==> src/rtl/icache_areq_tracker.sv <==
// icache_areq_tracker: round-robin arbiter and in-order ID FIFO between NR_CH fetch requesters
// and the single MMU fetch-translation port. Each MMU response is routed back to the channel
// that issued it; flushed requests are retired silently.
// Optional watchdog: define ICACHE_AREQ_TRACKER_TIMEOUT_EN to enable timeout_o.
module icache_areq_tracker #(
   parameter int unsigned NR_CH   = 2,
   parameter int unsigned DEPTH   = 4,
   parameter int unsigned VLEN    = 39,
   parameter int unsigned PLEN    = 56,
   parameter int unsigned XLEN    = 64,
   parameter int unsigned TIMEOUT = 256
) (
   input  logic                       clk_i,
   input  logic                       rst_i,
   input  logic                       flush_i,
   input  logic [NR_CH-1:0]           ch_req_i,
   input  logic [NR_CH*VLEN-1:0]      ch_vaddr_i,
   output logic [NR_CH-1:0]           ch_gnt_o,
   output logic [NR_CH-1:0]           ch_rsp_valid_o,
   output logic [PLEN-1:0]            ch_rsp_paddr_o,
   output logic                       ch_rsp_ex_valid_o,
   output logic [XLEN-1:0]            ch_rsp_cause_o,
   output logic [XLEN-1:0]            ch_rsp_tval_o,
   output logic                       mmu_fetch_req_o,
   output logic [VLEN-1:0]            mmu_fetch_vaddr_o,
   input  logic                       mmu_fetch_valid_i,
   input  logic [PLEN-1:0]            mmu_fetch_paddr_i,
   input  logic                       mmu_ex_valid_i,
   input  logic [XLEN-1:0]            mmu_ex_cause_i,
   input  logic [XLEN-1:0]            mmu_ex_tval_i,
   output logic [$clog2(DEPTH+1)-1:0] outstanding_o,
   output logic                       full_o,
   output logic                       timeout_o
);

   localparam int unsigned ChW  = (NR_CH > 1) ? $clog2(NR_CH) : 1;
   localparam int unsigned PtrW = $clog2(DEPTH);
   localparam int unsigned CntW = $clog2(DEPTH + 1);

   // Arbitration
   logic [ChW-1:0] rr_q, rr_d;
   logic [ChW-1:0] cand;
   logic [ChW-1:0] gnt_idx;
   logic           gnt_found;
   logic           grant;

   // ID FIFO
   logic [DEPTH-1:0][ChW-1:0] id_q, id_d;
   logic [DEPTH-1:0]          kill_q, kill_d;
   logic [PtrW-1:0]           wptr_q, wptr_d;
   logic [PtrW-1:0]           rptr_q, rptr_d;
   logic [CntW-1:0]           cnt_q, cnt_d;
   logic                      fifo_pop;
   logic                      deliver;
   logic [ChW-1:0]            head_id;

   // Response registers
   logic [NR_CH-1:0] rsp_valid_q, rsp_valid_d;
   logic [PLEN-1:0]  paddr_q, paddr_d;
   logic             ex_valid_q, ex_valid_d;
   logic [XLEN-1:0]  cause_q, cause_d;
   logic [XLEN-1:0]  tval_q, tval_d;

   assign full_o        = (cnt_q == CntW'(DEPTH));
   assign outstanding_o = cnt_q;

   // Round-robin search starting at rr_q; first requesting channel wins
   always_comb begin
      cand      = '0;
      gnt_found = 1'b0;
      gnt_idx   = '0;
      for (int unsigned i = 0; i < NR_CH; i++) begin
         cand = ChW'((32'(rr_q) + i) % NR_CH);
         if (!gnt_found && ch_req_i[cand]) begin
            gnt_found = 1'b1;
            gnt_idx   = cand;
         end
      end
   end

   // Grant qualification, one-hot grant, MMU issue and pointer advance
   always_comb begin
      grant    = gnt_found & ~full_o & ~flush_i & ~rst_i;
      ch_gnt_o = '0;
      if (grant) begin
         ch_gnt_o[gnt_idx] = 1'b1;
      end
      mmu_fetch_req_o   = grant;
      mmu_fetch_vaddr_o = ch_vaddr_i[32'(gnt_idx) * VLEN +: VLEN];
      rr_d = rr_q;
      if (grant) begin
         rr_d = (32'(gnt_idx) == NR_CH - 1) ? '0 : gnt_idx + 1'b1;
      end
   end

   // FIFO push/pop; a flush marks every slot killed, including the one popped this cycle
   always_comb begin
      fifo_pop = mmu_fetch_valid_i & (cnt_q != '0);
      head_id  = id_q[rptr_q];
      deliver  = fifo_pop & ~kill_q[rptr_q] & ~flush_i;
      id_d     = id_q;
      kill_d   = kill_q;
      wptr_d   = wptr_q;
      rptr_d   = rptr_q;
      cnt_d    = cnt_q;
      if (flush_i) begin
         kill_d = '1;
      end
      if (grant) begin
         id_d[wptr_q]   = gnt_idx;
         kill_d[wptr_q] = 1'b0;
         wptr_d         = wptr_q + 1'b1;
      end
      if (fifo_pop) begin
         rptr_d = rptr_q + 1'b1;
      end
      if (grant && !fifo_pop) begin
         cnt_d = cnt_q + 1'b1;
      end else if (!grant && fifo_pop) begin
         cnt_d = cnt_q - 1'b1;
      end
   end

   // Response strobe is a single-cycle pulse; data fields hold between strobes
   always_comb begin
      rsp_valid_d = '0;
      ex_valid_d  = 1'b0;
      paddr_d     = paddr_q;
      cause_d     = cause_q;
      tval_d      = tval_q;
      if (deliver) begin
         rsp_valid_d[head_id] = 1'b1;
         ex_valid_d           = mmu_ex_valid_i;
         paddr_d              = mmu_fetch_paddr_i;
         cause_d              = mmu_ex_cause_i;
         tval_d               = mmu_ex_tval_i;
      end
   end

   // State registers, cleared asynchronously
   always_ff @(posedge clk_i or posedge rst_i) begin
      if (rst_i) begin
         rr_q        <= '0;
         id_q        <= '0;
         kill_q      <= '0;
         wptr_q      <= '0;
         rptr_q      <= '0;
         cnt_q       <= '0;
         rsp_valid_q <= '0;
         paddr_q     <= '0;
         ex_valid_q  <= 1'b0;
         cause_q     <= '0;
         tval_q      <= '0;
      end else begin
         rr_q        <= rr_d;
         id_q        <= id_d;
         kill_q      <= kill_d;
         wptr_q      <= wptr_d;
         rptr_q      <= rptr_d;
         cnt_q       <= cnt_d;
         rsp_valid_q <= rsp_valid_d;
         paddr_q     <= paddr_d;
         ex_valid_q  <= ex_valid_d;
         cause_q     <= cause_d;
         tval_q      <= tval_d;
      end
   end

   assign ch_rsp_valid_o    = rsp_valid_q;
   assign ch_rsp_paddr_o    = paddr_q;
   assign ch_rsp_ex_valid_o = ex_valid_q;
   assign ch_rsp_cause_o    = cause_q;
   assign ch_rsp_tval_o     = tval_q;

`ifdef ICACHE_AREQ_TRACKER_TIMEOUT_EN
   localparam int unsigned TmoW = $clog2(TIMEOUT + 1);

   logic [TmoW-1:0] tmo_cnt_q, tmo_cnt_d;
   logic            timeout_q, timeout_d;

   // Watchdog counts stalled cycles with work in flight; saturates at TIMEOUT
   always_comb begin
      tmo_cnt_d = tmo_cnt_q;
      if (fifo_pop || flush_i || (cnt_q == '0)) begin
         tmo_cnt_d = '0;
      end else if (tmo_cnt_q != TmoW'(TIMEOUT)) begin
         tmo_cnt_d = tmo_cnt_q + 1'b1;
      end
      timeout_d = flush_i ? 1'b0 : (timeout_q | (tmo_cnt_d == TmoW'(TIMEOUT)));
   end

   // Watchdog registers
   always_ff @(posedge clk_i or posedge rst_i) begin
      if (rst_i) begin
         tmo_cnt_q <= '0;
         timeout_q <= 1'b0;
      end else begin
         tmo_cnt_q <= tmo_cnt_d;
         timeout_q <= timeout_d;
      end
   end

   assign timeout_o = timeout_q;
`else
   assign timeout_o = 1'b0;
`endif

endmodule

==> config.mk <==
export PLATFORM = sky130hd
export DESIGN_NAME = icache_areq_tracker
export DESIGN_NICKNAME = d
export VERILOG_FILES = /design/src/rtl/icache_areq_tracker.sv
export SDC_FILE = /design/constraint.sdc
export NUM_CORES = 1
export LEC_CHECK = 0
export BUFFER_PORTS_ARGS = -buffer_cell sky130_fd_sc_hd__buf_4
export CORE_AREA = 2 2 195 197
export CTS_CLUSTER_SIZE = 40
export DETAILED_ROUTE_END_ITERATION = 12
export DIE_AREA = 0 0 197 199
export HOLD_SLACK_MARGIN = 0.1
export PLACE_DENSITY = 0.55
export SLEW_MARGIN = 20
export SYNTH_ARGS = -nofsm -noshare
export SYNTH_HDL_FRONTEND = slang
export SYNTH_SLANG_ARGS = --single-unit
==> constraint.sdc <==
create_clock -name clk_i -period 12.71 [get_ports clk_i]
set_input_delay 0.6355 -clock clk_i [delete_from_list [all_inputs] [get_ports clk_i]]
set_output_delay 0.6355 -clock clk_i [all_outputs]
set_load 0.1 [all_outputs]
# [Word level (Yosys, flattened, before mapping)]
# Index checks and enable logic that the tools add are counted.
[classes] reduce_logical=11 n_mux=27 n_lt_le_gt_ge=9 multipliers=1 eq_ne=1 add_sub_neg=6 shift=1 bitwise_logic=12
[ops] op="$shiftx A78 B8 Y39" n=1
[ops] op="$mux W1" n=15
[ops] op="$lt A1 B2 Y1 const B" n=4
[ops] op="$mux W4" n=2
[ops] op="$mul A1 B6 Y7 const B" n=1
[ops] op="$and A1 B1 Y1" n=6
[ops] op="$logic_and A1 B1 Y1" n=6
[ops] op="$lt A2 B3 Y1 const B" n=2
[ops] op="$mux W3" n=2
[ops] op="$add A2 B1 Y2 const B" n=2
[ops] op="$and A4 B4 Y4" n=1
[ops] op="$bmux W1 S2" n=2
[ops] op="$bwmux W4" n=1
[ops] op="$mux W2" n=2
[ops] op="$not A1 Y1" n=4
[ops] op="$not A4 Y4" n=1
[ops] op="$add A3 B1 Y3 const B" n=1
[ops] op="$eq A3 B3 Y1 const B" n=1
[ops] op="$logic_not A1 Y1" n=3
[ops] op="$reduce_bool A3 Y1" n=1
[ops] op="$sub A3 B1 Y3 const B" n=1
[ops] op="$add A1 B1 Y1 const B" n=2
[ops] op="$demux W1 S1" n=2
[ops] op="$demux W1 S2" n=1
[ops] op="3 further kinds" n=4
[totals] input_bits=269 reg_bits=203

# [Logic depth before layout (Yosys ltp)]
[logic_depth] word_depth=13 depth_mapped=10 mapped_depth_nobuf=8

# [Least setup slack after synthesis]
# Ideal clock, no wire load.
[synth_timing] path_type="register to output" start="register cnt_q[0], in the netlist outstanding_o[0]" end="output port ch_gnt_o[0]" path_slack_ns=8.040 stages_incl_launch_ff=6 arrival_time_ns=4.035 t_required_ns=12.075 cell_sequence="dfrtp_1 or3b_2 clkbuf_1 and3_1 clkbuf_1 nor2b_1"
[synth_between] elab_chain_len=6
[synth_lines] item="start, declared" line_no="52" rtl="logic [CntW-1:0] cnt_q, cnt_d;"
[synth_lines] item="start signal, assigned" line_no="160" rtl="cnt_q <= cnt_d;"
[synth_lines] item="$eq A3 B3 Y1" line_no="64" rtl="assign full_o = (cnt_q == CntW'(DEPTH));"
[synth_lines] item="$not A1 Y1" line_no="83" rtl="grant = gnt_found & ~full_o & ~flush_i & ~rst_i;"
[synth_lines] item="$and A1 B1 Y1 (3 in series)" line_no="83"
[synth_lines] item="net mmu_fetch_req_o" line_no="24" rtl="output logic mmu_fetch_req_o,"
[synth_lines] item="$mux W2" line_no="85" rtl="if (grant) begin"
[synth_lines] item="end, declared" line_no="18" rtl="output logic [NR_CH-1:0] ch_gnt_o,"
# The timed path passes the listed nets, and every way through them passes these cells.

# [Final worst setup path]
[layout_timing] start="register rptr_q[0]" end="register cause_q[33], in the netlist ch_rsp_cause_o[33]"
[layout_between] elab_chain_len=5
[layout_lines] item="start, declared" line_no="51" rtl="logic [PtrW-1:0] rptr_q, rptr_d;"
[layout_lines] item="start signal, assigned" line_no="159" rtl="rptr_q <= rptr_d;"
[layout_lines] item="$bmux W1 S2" line_no="100" rtl="deliver = fifo_pop & ~kill_q[rptr_q] & ~flush_i;"
[layout_lines] item="$mux W1 (not written as such)" line_no="100"
[layout_lines] item="$not A1 Y1" line_no="100"
[layout_lines] item="$and A1 B1 Y1 (2 in series)" line_no="100"
[layout_lines] item="end signal, assigned" line_no="164" rtl="cause_q <= cause_d;"
[layout_lines] item="end, declared" line_no="61" rtl="logic [XLEN-1:0] cause_q, cause_d;"
# No other way between the ends. The select of a mux whose other input is x is not followed.
# A chain may end at the register's enable or synchronous reset.

==> results.ini <==
[outcome]
outcome=finished, final reports clean

[finish]
drive_gt1_frac=0.628
layout.core_utilization=0.357
antenna_cells_inserted=0
final_net_count=1285
syn_to_final_growth_pct=61.3
final-instance-count-excl-fill=1502

[routing]
average_wire_per_cell_in_the_routed_design_um=17.1
detail_route.iter0.violations=122
via_per_inst=4.02
drt_drc_violations_left=0
ant_nets=0
detailroute.via_count=6044
postRouteWirelength_mm=25.7
dr.pass1.iters=4

[sta]
finalCriticalPeriod_ns=3.09
maxSlewHeadroom=0.330
slew_viol_final=0
finalClockSkew_ns=0.0195
fin_setup_tns_ns=0
layout_worst_path_cycle_share=0.243
timing.final.setup_violations=0
grt_setup_unrepaired=false
fmax_mhz=323
tightest_slew_ns=1.00
layout_setup_ws_ns=9.62
final-hold-violation-count=0

[clock_tree]
clockRootBuffer=sky130_fd_sc_hd__clkbuf_16
cts-buffers-inserted=24
post-cts-setup-buffers=0
clockBufferDepth=3
clk_latency_ns=0.52
post_cts_resize_count=0
clk_pin_slew_worst_paths_ns=0.06
cts_tree=done
ctsHoldBuffers=0
cts.sinks=203
cts_h_tree_depth=1

[logic_synthesis]
yosysSeqAreaShare=0.619
synthesis.nets=781
ys_top_cells_by_area=sky130_fd_sc_hd__dfrtp_1 (62%), sky130_fd_sc_hd__mux2_1 (19%), sky130_fd_sc_hd__mux2_2 (12%)
netlist_area_sq_um=8210
syn_inst=506
synth.top_cell.area_share=0.619
flop_and_latch_count_out_of_synthesis=203
area_leader_netlist=sky130_fd_sc_hd__dfrtp_1
yosys_warnings=0
post_synth_num_cell_types=26
post_synth.cell_area_avg_sq_um=16.2

[setup_path]
critical_path_peak_fanout=76
timing.setup.critical_path_class=reg -> reg
timing.critical_path.arrival_ns=3.50
crit_path_start_kind=flop
timing.critical_path.to_type=flop
cp_data_required_time_ns=13.11

[global_routing]
grt_max_degree=77
grt_antenna_before_repair=0
first_pass_grt_wire_length_mm=36.9
grt_remaining_overflow=0
vias_in_the_first_global_route=6223
grt.total_usage=0.123

[floorplan]
dieArea_sq_um=39200
start_util=0.221
height_of_the_die_um=199
chipWidth_um=197
core_outline_area_sq_um=37100
placement_rows=71
boundaryPins=503

[placed_design]
gp_routability_congestion=0.732
dpl.hpwl_mm=20.1
place_ws_ns=9.54
cell_count_post_placement=1458
io_buffer_count=501

[job]
maxCapViolations=0

[worst_hold_path]
hold_class=in -> async

-- synth_stat cells (all sizes together) --
cell	number
mux2	229
dfrtp	203
buf	21
clkbuf	8
inv	7
ha	5
nand4	4
o21a	4
and2	3
nor2	3
xnor2	3
xor2	3
mux4	2
a21boi	1
and3	1
conb	1
fa	1
mux2i	1
nor2b	1
nor3	1
nor4	1
o31ai	1
or2	1
or3b	1
-- cells by family after synthesis --
family / Yosys count / share of synthesized area
adder cells (fa/ha/maj): 6 / 0.0101
AND/OR/NAND/NOR: 16 / 0.0128
multiplexers: 232 / 0.321
XOR/XNOR: 6 / 0.00640
AO/OA/AOI/OAI: 6 / 0.00610
other: 1 / 0.000457
buffers and inverters: 36 / 0.0248
flip-flops: 203 / 0.619
-- sequential cells by signal (all words and copies together) (netlist names), 2 cells and up --
register        cells
ch_rsp_paddr_o     56
id_q                4
wptr_q              2
ch_rsp_valid_o      2
ch_rsp_cause_o     64
kill_q              4
outstanding_o       3
ch_rsp_tval_o      64
rptr_q              2
-- per-stage QoR --
step	area, sq um	hold slack [ns]
floorplan	8210	0.446
global placement	12500	0.468
detailed placement	12500	0.472
CTS	13200	0.176
global route	13200	0.200
finish	13200	0.171
-- final timing paths --
| check | depth (start not counted) | slack [ns] | end | startpoint |
|---|---|---|---|---|
| worst max-delay path | 5 | 9.62 | ch_rsp_cause_o[33] | rptr_q[0] |
| worst min-delay path | 2 | 0.17 | outstanding_o[1] | rst_i |
| worst max register to register | 5 | 9.62 | ch_rsp_cause_o[33] | rptr_q[0] |
| worst min register to register | 1 | 0.48 | kill_q[3] | kill_q[3] |
| max in group asynchronous | 3 | 11.19 | ch_rsp_tval_o[61] | rst_i |
| min in group clk_i | 2 | 0.33 | ch_rsp_paddr_o[38] | mmu_fetch_paddr_i[38] |
-- area by class of cell --
cell class / count / area [sq um]
Fill cell: 3689 / 23900
Sequential cell: 203 / 5080
Timing Repair Buffer: 507 / 3810
Multi-Input combinational cell: 267 / 2940
Clock buffer: 34 / 709
Tap cell: 474 / 593
Clock inverter: 10 / 81.3
Inverter: 7 / 33.8
-- routing by layer --
layer,vias to the layer above,wire (um),share of wire,track usage
met5,-,0,0,0
met4,0,528,0.021,0.0340
met3,35,2590,0.10,0.0437
met2,314,13900,0.54,0.236
met1,2893,8750,0.34,0.124
li1,2802,-,-,-
-- critical path, stage by stage (launching register included) --
cell and delay [ns]:
sky130_fd_sc_hd__dfrtp_1 0.43, sky130_fd_sc_hd__mux4_2 0.57, sky130_fd_sc_hd__nor3_4 0.12, sky130_fd_sc_hd__buf_4 0.51, sky130_fd_sc_hd__buf_4 0.87, sky130_fd_sc_hd__mux2_2 0.42
-- layout by cell type, fill, tap and decap left out --
cell type / n
sky130_fd_sc_hd__ha_1: 5
sky130_fd_sc_hd__clkinv_4: 1
sky130_fd_sc_hd__nor4_1: 1
sky130_fd_sc_hd__buf_4: 507
sky130_fd_sc_hd__nor2b_1: 1
sky130_fd_sc_hd__o21a_1: 4
sky130_fd_sc_hd__clkinvlp_4: 1
sky130_fd_sc_hd__dfrtp_1: 203
sky130_fd_sc_hd__xnor2_1: 3
sky130_fd_sc_hd__mux2i_1: 1
sky130_fd_sc_hd__and2_1: 3
sky130_fd_sc_hd__fa_1: 1
sky130_fd_sc_hd__clkinv_2: 7
sky130_fd_sc_hd__nand4_1: 4
sky130_fd_sc_hd__or3b_2: 1
sky130_fd_sc_hd__clkbuf_8: 5
sky130_fd_sc_hd__clkbuf_1: 4
sky130_fd_sc_hd__or2_2: 1
sky130_fd_sc_hd__clkbuf_16: 25
sky130_fd_sc_hd__mux4_2: 2
sky130_fd_sc_hd__bufinv_16: 1
sky130_fd_sc_hd__nor3_4: 1
sky130_fd_sc_hd__xor2_1: 3
sky130_fd_sc_hd__and3_1: 1
sky130_fd_sc_hd__o31ai_2: 1
sky130_fd_sc_hd__inv_1: 6
sky130_fd_sc_hd__a21boi_4: 1
sky130_fd_sc_hd__inv_8: 1
sky130_fd_sc_hd__mux2_2: 91
sky130_fd_sc_hd__conb_1: 1
sky130_fd_sc_hd__mux2_1: 138
sky130_fd_sc_hd__nor2_1: 3
Power is not shown: default switching activity piles up to over one toggle a cycle in this logic, so the estimate is an artifact.
